**src/rtl/dw_addsub_pipe.sv**
```systemverilog
// dw_addsub_pipe: parametrised pipelined adder/subtractor.
// The carry chain is cut into SEGS slices of SEG_W bits. Each stage adds its
// slice and hands the carry to the next registered stage. Upper operand
// slices and the mode bits travel with their transaction. Lower result
// slices ride forward in the same vector that still holds the pending bits of a.
//
// Handshake: a transfer happens on a side when valid & ready are both high.
// The pipeline advances as one unit (w_adv = out_ready | ~out_valid).
// in_ready equals w_adv. While w_adv is low, every stage holds, bubbles included.
// out_valid, res, co and ovf stay stable until out_ready is seen.
// WIDTH must be a multiple of SEGS, and WIDTH must be at least 2.
module dw_addsub_pipe #(
  parameter int WIDTH = 16,
  parameter int SEGS  = 2
) (
  input  logic             clk,
  input  logic             rst_n,
  input  logic             in_valid,
  output logic             in_ready,
  input  logic [WIDTH-1:0] a,
  input  logic [WIDTH-1:0] b,
  input  logic             ci,
  input  logic             op_sub,
  input  logic             tc,
  input  logic             sat,
  output logic             out_valid,
  input  logic             out_ready,
  output logic [WIDTH-1:0] res,
  output logic             co,
  output logic             ovf
);

  localparam int SEG_W = WIDTH / SEGS;
  localparam int LAST  = SEGS - 1;

  // The pending b bits shrink by one slice per stage. They are packed into a
  // single flat bus. Stage k owns WIDTH - k*SEG_W bits, starting at b_off(k).
  function automatic int b_off(input int k);
    return k * WIDTH - (SEG_W * k * (k - 1)) / 2;
  endfunction

  localparam int BTOT = b_off(SEGS);

  logic                 w_adv;
  logic [SEGS-1:0]      w_vld;
  logic [SEGS-1:0]      w_c;
  logic [SEGS-1:0]      w_op;
  logic [SEGS-1:0]      w_tc;
  logic [SEGS-1:0]      w_sat;
  logic [WIDTH-1:0]     w_p    [SEGS];
  logic [WIDTH-1:0]     w_pout [SEGS];
  logic [SEG_W:0]       w_slice[SEGS];
  logic [BTOT-1:0]      w_bbus;

  logic                 r_out_valid;
  logic [WIDTH-1:0]     r_res;
  logic                 r_co;
  logic                 r_ovf;

  assign w_adv    = out_ready | ~r_out_valid;
  assign in_ready = w_adv;

  for (genvar k = 0; k < SEGS; k++) begin : g_stg
    localparam int BW = WIDTH - k * SEG_W;
    localparam logic [WIDTH-1:0] SMASK = WIDTH'({SEG_W{1'b1}}) << (k * SEG_W);

    if (k == 0) begin : g_head
      // Stage 0 reads the ports directly. b is inverted and the carry-in is
      // flipped for subtraction, so a - b - ci = a + ~b + ~ci.
      assign w_vld[0] = in_valid;
      assign w_p[0]   = a;
      assign w_bbus[0 +: WIDTH] = op_sub ? ~b : b;
      assign w_c[0]   = op_sub ? ~ci : ci;
      assign w_op[0]  = op_sub;
      assign w_tc[0]  = tc;
      assign w_sat[0] = sat;
    end else begin : g_reg
      logic             r_vld;
      logic             r_c;
      logic             r_op;
      logic             r_tc;
      logic             r_sat;
      logic [WIDTH-1:0] r_p;
      logic [BW-1:0]    r_b;

      // Register the previous stage's partial result, carry, pending b bits and modes.
      always_ff @(posedge clk or negedge rst_n) begin
        if (!rst_n) begin
          r_vld <= 1'b0;
          r_c   <= 1'b0;
          r_op  <= 1'b0;
          r_tc  <= 1'b0;
          r_sat <= 1'b0;
          r_p   <= '0;
          r_b   <= '0;
        end else if (w_adv) begin
          r_vld <= w_vld[k-1];
          r_c   <= w_slice[k-1][SEG_W];
          r_op  <= w_op[k-1];
          r_tc  <= w_tc[k-1];
          r_sat <= w_sat[k-1];
          r_p   <= w_pout[k-1];
          r_b   <= w_bbus[b_off(k-1) + SEG_W +: BW];
        end
      end

      assign w_vld[k] = r_vld;
      assign w_c[k]   = r_c;
      assign w_op[k]  = r_op;
      assign w_tc[k]  = r_tc;
      assign w_sat[k] = r_sat;
      assign w_p[k]   = r_p;
      assign w_bbus[b_off(k) +: BW] = r_b;
    end

    assign w_slice[k] = {1'b0, w_p[k][k*SEG_W +: SEG_W]}
                      + {1'b0, w_bbus[b_off(k) +: SEG_W]}
                      + (SEG_W + 1)'(w_c[k]);
    assign w_pout[k]  = (w_p[k] & ~SMASK)
                      | (WIDTH'(w_slice[k][SEG_W-1:0]) << (k * SEG_W));
  end

  logic [WIDTH-1:0] w_r;
  logic [WIDTH-1:0] w_res_n;
  logic             w_cout;
  logic             w_co_n;
  logic             w_as;
  logic             w_bxs;
  logic             w_sovf;
  logic             w_ovf_n;

  assign w_r     = w_pout[LAST];
  assign w_cout  = w_slice[LAST][SEG_W];
  assign w_as    = w_p[LAST][WIDTH-1];
  assign w_bxs   = w_bbus[BTOT-1];
  // A subtract reports a borrow, which is the inverse of the adder carry.
  assign w_co_n  = w_op[LAST] ^ w_cout;
  // Signed overflow occurs when a and the effective addend (b, or ~b for a
  // subtract) share a sign and the result sign differs from that sign.
  assign w_sovf  = (w_as == w_bxs) & (w_r[WIDTH-1] != w_as);
  assign w_ovf_n = w_tc[LAST] ? w_sovf : w_co_n;

  // Clamp the raw result on overflow when saturation is requested.
  always_comb begin
    w_res_n = w_r;
    if (w_sat[LAST] && w_ovf_n) begin
      if (w_tc[LAST]) begin
        w_res_n = w_as ? {1'b1, {(WIDTH-1){1'b0}}} : {1'b0, {(WIDTH-1){1'b1}}};
      end else begin
        w_res_n = w_op[LAST] ? '0 : '1;
      end
    end
  end

  // Output register. Data is loaded only for real transactions; bubbles clear valid.
  always_ff @(posedge clk or negedge rst_n) begin
    if (!rst_n) begin
      r_out_valid <= 1'b0;
      r_res       <= '0;
      r_co        <= 1'b0;
      r_ovf       <= 1'b0;
    end else if (w_adv) begin
      r_out_valid <= w_vld[LAST];
      if (w_vld[LAST]) begin
        r_res <= w_res_n;
        r_co  <= w_co_n;
        r_ovf <= w_ovf_n;
      end
    end
  end

  assign out_valid = r_out_valid;
  assign res       = r_res;
  assign co        = r_co;
  assign ovf       = r_ovf;

endmodule

```
**config.mk**
```make
export PLATFORM = sky130hd
export DESIGN_NAME = dw_addsub_pipe
export DESIGN_NICKNAME = d
export VERILOG_FILES = /design/src/rtl/dw_addsub_pipe.sv
export SDC_FILE = /design/constraint.sdc
export NUM_CORES = 1
export LEC_CHECK = 0
export CORE_MARGIN = 8
export CORE_UTILIZATION = 46
export DETAILED_ROUTE_END_ITERATION = 6
export HOLD_SLACK_MARGIN = 0.06
export PLACE_DENSITY_LB_ADDON = 0.12
export SLEW_MARGIN = 25
export SYNTH_ARGS = -nofsm -noshare
export SYNTH_HDL_FRONTEND = slang
export SYNTH_SLANG_ARGS = --single-unit
```
**constraint.sdc**
```tcl
create_clock -name clk -period 2.95 [get_ports clk]
set_input_delay 0.885 -clock clk [delete_from_list [all_inputs] [get_ports clk]]
set_output_delay 0.885 -clock clk [all_outputs]
set_load 0.05 [all_outputs]
```
==> flow_metrics.py <==
metrics = {
    "outcome": {
        "outcome": "finished clean",
    },
    "sta": {
        "period_needed_ns": 2.76,
        "worst_pin_slew_ns": 0.615,
        "maxSlewViolCount": 0,
        "setup_viol": 0,
        "finClkSkew_ns": 0.00505,
        "fin_crit_sh_pct": 93.7,
        "hold_violations": 0,
        "relSlewSlack_pct": 59.0,
        "grt_setup_unrepaired": "false",
        "timing.fmax_mhz": 362,
        "whs_ns": 0.519,
    },
    "floorplan": {
        "io_pins": 60,
        "core_um2": 5960,
        "die_w_um": 94.7,
        "dieArea_um2": 8960,
        "rows": 28,
        "dieHeight_um": 94.7,
        "start_util_pct": 47.8,
    },
    "logic_synthesis": {
        "yosys.cell_types.count": 47,
        "yosys_warnings": 0,
        "synth-main-ff-cell": "dfrtp_1",
        "async_flop_share_pct": 100,
        "synthTopCellsByArea": "dfrtp_1 (42%), ha_1 (6.2%), xor2_1 (5.5%), nor2_1 (4.3%), mux2_2 (4.3%)",
        "synth_seq_cells": 48,
        "synth_top_cell_area_share_pct": 42.2,
        "synthCells": 278,
        "synth_nets": 336,
        "synth_edf_count": 0,
        "syn_avg_cell_area_um2": 10.2,
        "yosys.area.top_type": "dfrtp_1",
        "synth-seq-area-share_pct": 42.2,
        "synth.cell_area_um2": 2850,
    },
    "clocking": {
        "clkSlewWorstSetupHoldPaths_ns": 0.09,
        "cts_tree": "done",
        "cts_max_level": 2,
        "hold_buffers": 0,
        "cts_buffer_depth": 2,
        "clock_latency_ns": 0.30,
        "root_buffer": "clkbuf_8",
        "numCtsBuffers": 5,
        "clock_sinks": 48,
    },
    "placement": {
        "place_area_um2": 3590,
        "portBuffers": 59,
        "place.detailed.hpwl_um": 4870,
        "place.gp.congestion": 0.846,
    },
    "power_and_ir_drop": {
        "power_switching_w": 0.00129,
        "vdd.ir_drop.worst_mv": 0.504,
        "p_comb_share_pct": 51.7,
        "p_int_w": 0.00170,
        "seqPwrFrac_pct": 32.6,
        "finalPower_w": 0.00299,
        "sw_frac_of_total_pct": 43.0,
        "p_clk_share_pct": 15.7,
        "powerDensity_nw_per_um2": 806,
        "cellLeakagePower_nw": 1.60,
    },
    "cells_and_area": {
        "nNetsFinal": 402,
        "n_antenna_cell": 0,
        "most-common-layout-cells": "clkdlybuf4s50_1 (54), dfrtp_1 (48), nor2_1 (33)",
        "area_delta_synth_final_pct": 30.2,
        "drive_gt1_share_pct": 15.1,
        "final_area_um2": 3710,
        "num-fill-cells": 532,
        "final_common_cell": "clkdlybuf4s50_1",
        "utilization_pct": 62.3,
    },
    "grt": {
        "antenna_found_initial": 0,
        "grt_usage_pct": 14.7,
        "grt_pass1_wl_um": 10500,
        "grt_overflow": 0,
        "grt_pass1_vias": 2182,
        "grt_start_max_net_pins": 49,
    },
    "run": {
        "drv_cap": 0,
    },
    "worst_setup_path": {
        "critPathCaptureType": "flop",
        "crit_required_ns": 3.12,
        "crit_path_start_kind": "input port",
        "crit_chain": "clkdlybuf4s50_1 > fa_2 > fa_2 > a21o_1 > a21oi_2 > o21bai_1 > a21oi_1 > xor2_1 > a21oi_1",
        "critPathMaxStageDelay_ns": 0.43,
        "cpMaxStageDelayCell": "clkdlybuf4s50_1",
        "cp_num_buf_inv": 1,
        "arrival_ns": 2.94,
        "crit_family": "adder cells",
        "path_class": "input port to flop",
        "cp_max_fo": 3,
    },
    "min_path": {
        "hold_class": "flop to flop",
    },
    "drt": {
        "vias_per_cell": 5.14,
        "drc": 0,
        "finalWirelength_um": 6250,
        "drt-wirelength-per-cell_um": 14.9,
        "dr.pass1.iters": 5,
        "dr_total_vias": 2159,
        "ant_nets": 0,
        "first_iter_violations": 93,
    },
}
## metal layers
metal	global-route usage [%]	part of all wire (%)
met1	20.5	49
met2	22.4	46
met3	3.33	4.5
met4	4.03	0.64
met5	0	0
## power by group through the flow
stage | logic, W | registers, W | clock network (W)
3_5_place_dp | 0.00155 | 0.000995 | 0
5_1_grt | 0.00166 | 0.00101 | 0.000512
4_1_cts | 0.00155 | 0.000980 | 0.000487
3_3_place_gp | 0.00153 | 0.000984 | 0
2_1_floorplan | 0.000646 | 0.00139 | 0
6_report | 0.00154 | 0.000975 | 0.000469
## worst reg2reg max path: cells and delay by family (launching register included)
| family | cells | cell delay (ns) |
|---|---|---|
| compound gates | 4 | 0.73 |
| fa+ha+maj | 2 | 0.69 |
| simple gates | 2 | 0.58 |
| flops | 1 | 0.41 |
| buf+inv | 1 | 0.09 |
## layout make-up
class                      count  area [um2]  share of cell area (%)
clock buffer                   6        72.6                    1.96
clock inverter                 2        35.0                   0.945
inverter                      15        56.3                    1.52
multi-input combinational    202        1560                    42.0
sequential                    48        1200                    32.4
tap                           75        93.8                    2.53
timing repair buffer          72         693                    18.7
## kinds of logic (layout without fill, tap and decap cells)
kind of cell / count (synthesis) / after routing / share of synthesized area, %
flip-flops: 48 / 48 / 42.2
AND/OR/NAND/NOR: 65 / 65 / 10.5
XOR/XNOR: 27 / 27 / 8.30
multiplexers: 12 / 12 / 4.70
buffers and inverters: 28 / 95 / 3.82
AO/OA/AOI/OAI: 80 / 80 / 21.5
adder cells (fa/ha/maj): 18 / 18 / 8.96
## cells in the mapped netlist, types with 2 or more instances
cell and instances:
dfrtp_1 48, nor2_1 33, a21oi_1 19, xor2_1 18
inv_1 15, ha_1 14, nand2_1 14, o21ai_0 13
a211oi_1 11, mux2_2 11, xnor2_1 9, nand2b_1 6
a22oi_1 5, buf_1 5, clkbuf_1 5, a21o_1 4
a31oi_1 4, fa_1 4, o21ai_1 4, buf_2 3
nand3_1 2, nor3_1 2, o21a_1 2, o21ai_4 2
o21bai_1 2, o31ai_1 2
## through the flow
step / TNS, ns / std cells / setup slack [ns]
6_report: 0 / 420 / 0.186
3_5_place_dp: -1.82 / 411 / -0.430
3_3_place_gp: -1.56 / 411 / -0.395
5_1_grt: 0 / 420 / 0.0636
2_1_floorplan: 0 / 278 / 0.0119
4_1_cts: 0 / 419 / 0.0870
## path summary, 6_finish.rpt
| check | startpoint | end | slack, ns | cells past startpoint |
|---|---|---|---|---|
| min in group asynchronous | rst_n | g_stg[1].g_reg.r_tc$_DFFE_PN0N_ | 0.66 | 2 |
| min | co$_DFFE_PN0P_ | co$_DFFE_PN0P_ | 0.52 | 2 |
| max in group asynchronous | rst_n | g_stg[1].g_reg.r_p[12]$_DFFE_PN0N_ | 1.86 | 2 |
| max reg2reg | g_stg[1].g_reg.r_c$_DFFE_PN0N_ | res[3]$_DFFE_PN0P_ | 0.32 | 9 |
| max | a[0] | g_stg[1].g_reg.r_p[6]$_DFFE_PN0N_ | 0.19 | 9 |
| min reg2reg | co$_DFFE_PN0P_ | co$_DFFE_PN0P_ | 0.52 | 2 |
## registers in the layout (all words and copies together) (netlist names)
name,count
out_valid,1
g_stg.g_reg.r_op,1
g_stg.g_reg.r_b,8
g_stg.g_reg.r_vld,1
ovf,1
g_stg.g_reg.r_p,16
co,1
g_stg.g_reg.r_tc,1
res,16
g_stg.g_reg.r_c,1
g_stg.g_reg.r_sat,1
## timing repair
| action | in CTS | in global routing |
|---|---|---|
| pin swaps | 0 | 6 |
| resized for setup | 1 | 5 |
| gates cloned | 0 | 0 |
| setup endpoints to repair | 3 | 1 |
| buffers inserted | 0 | 1 |
Note: power is estimated with default switching activity, not from simulation.
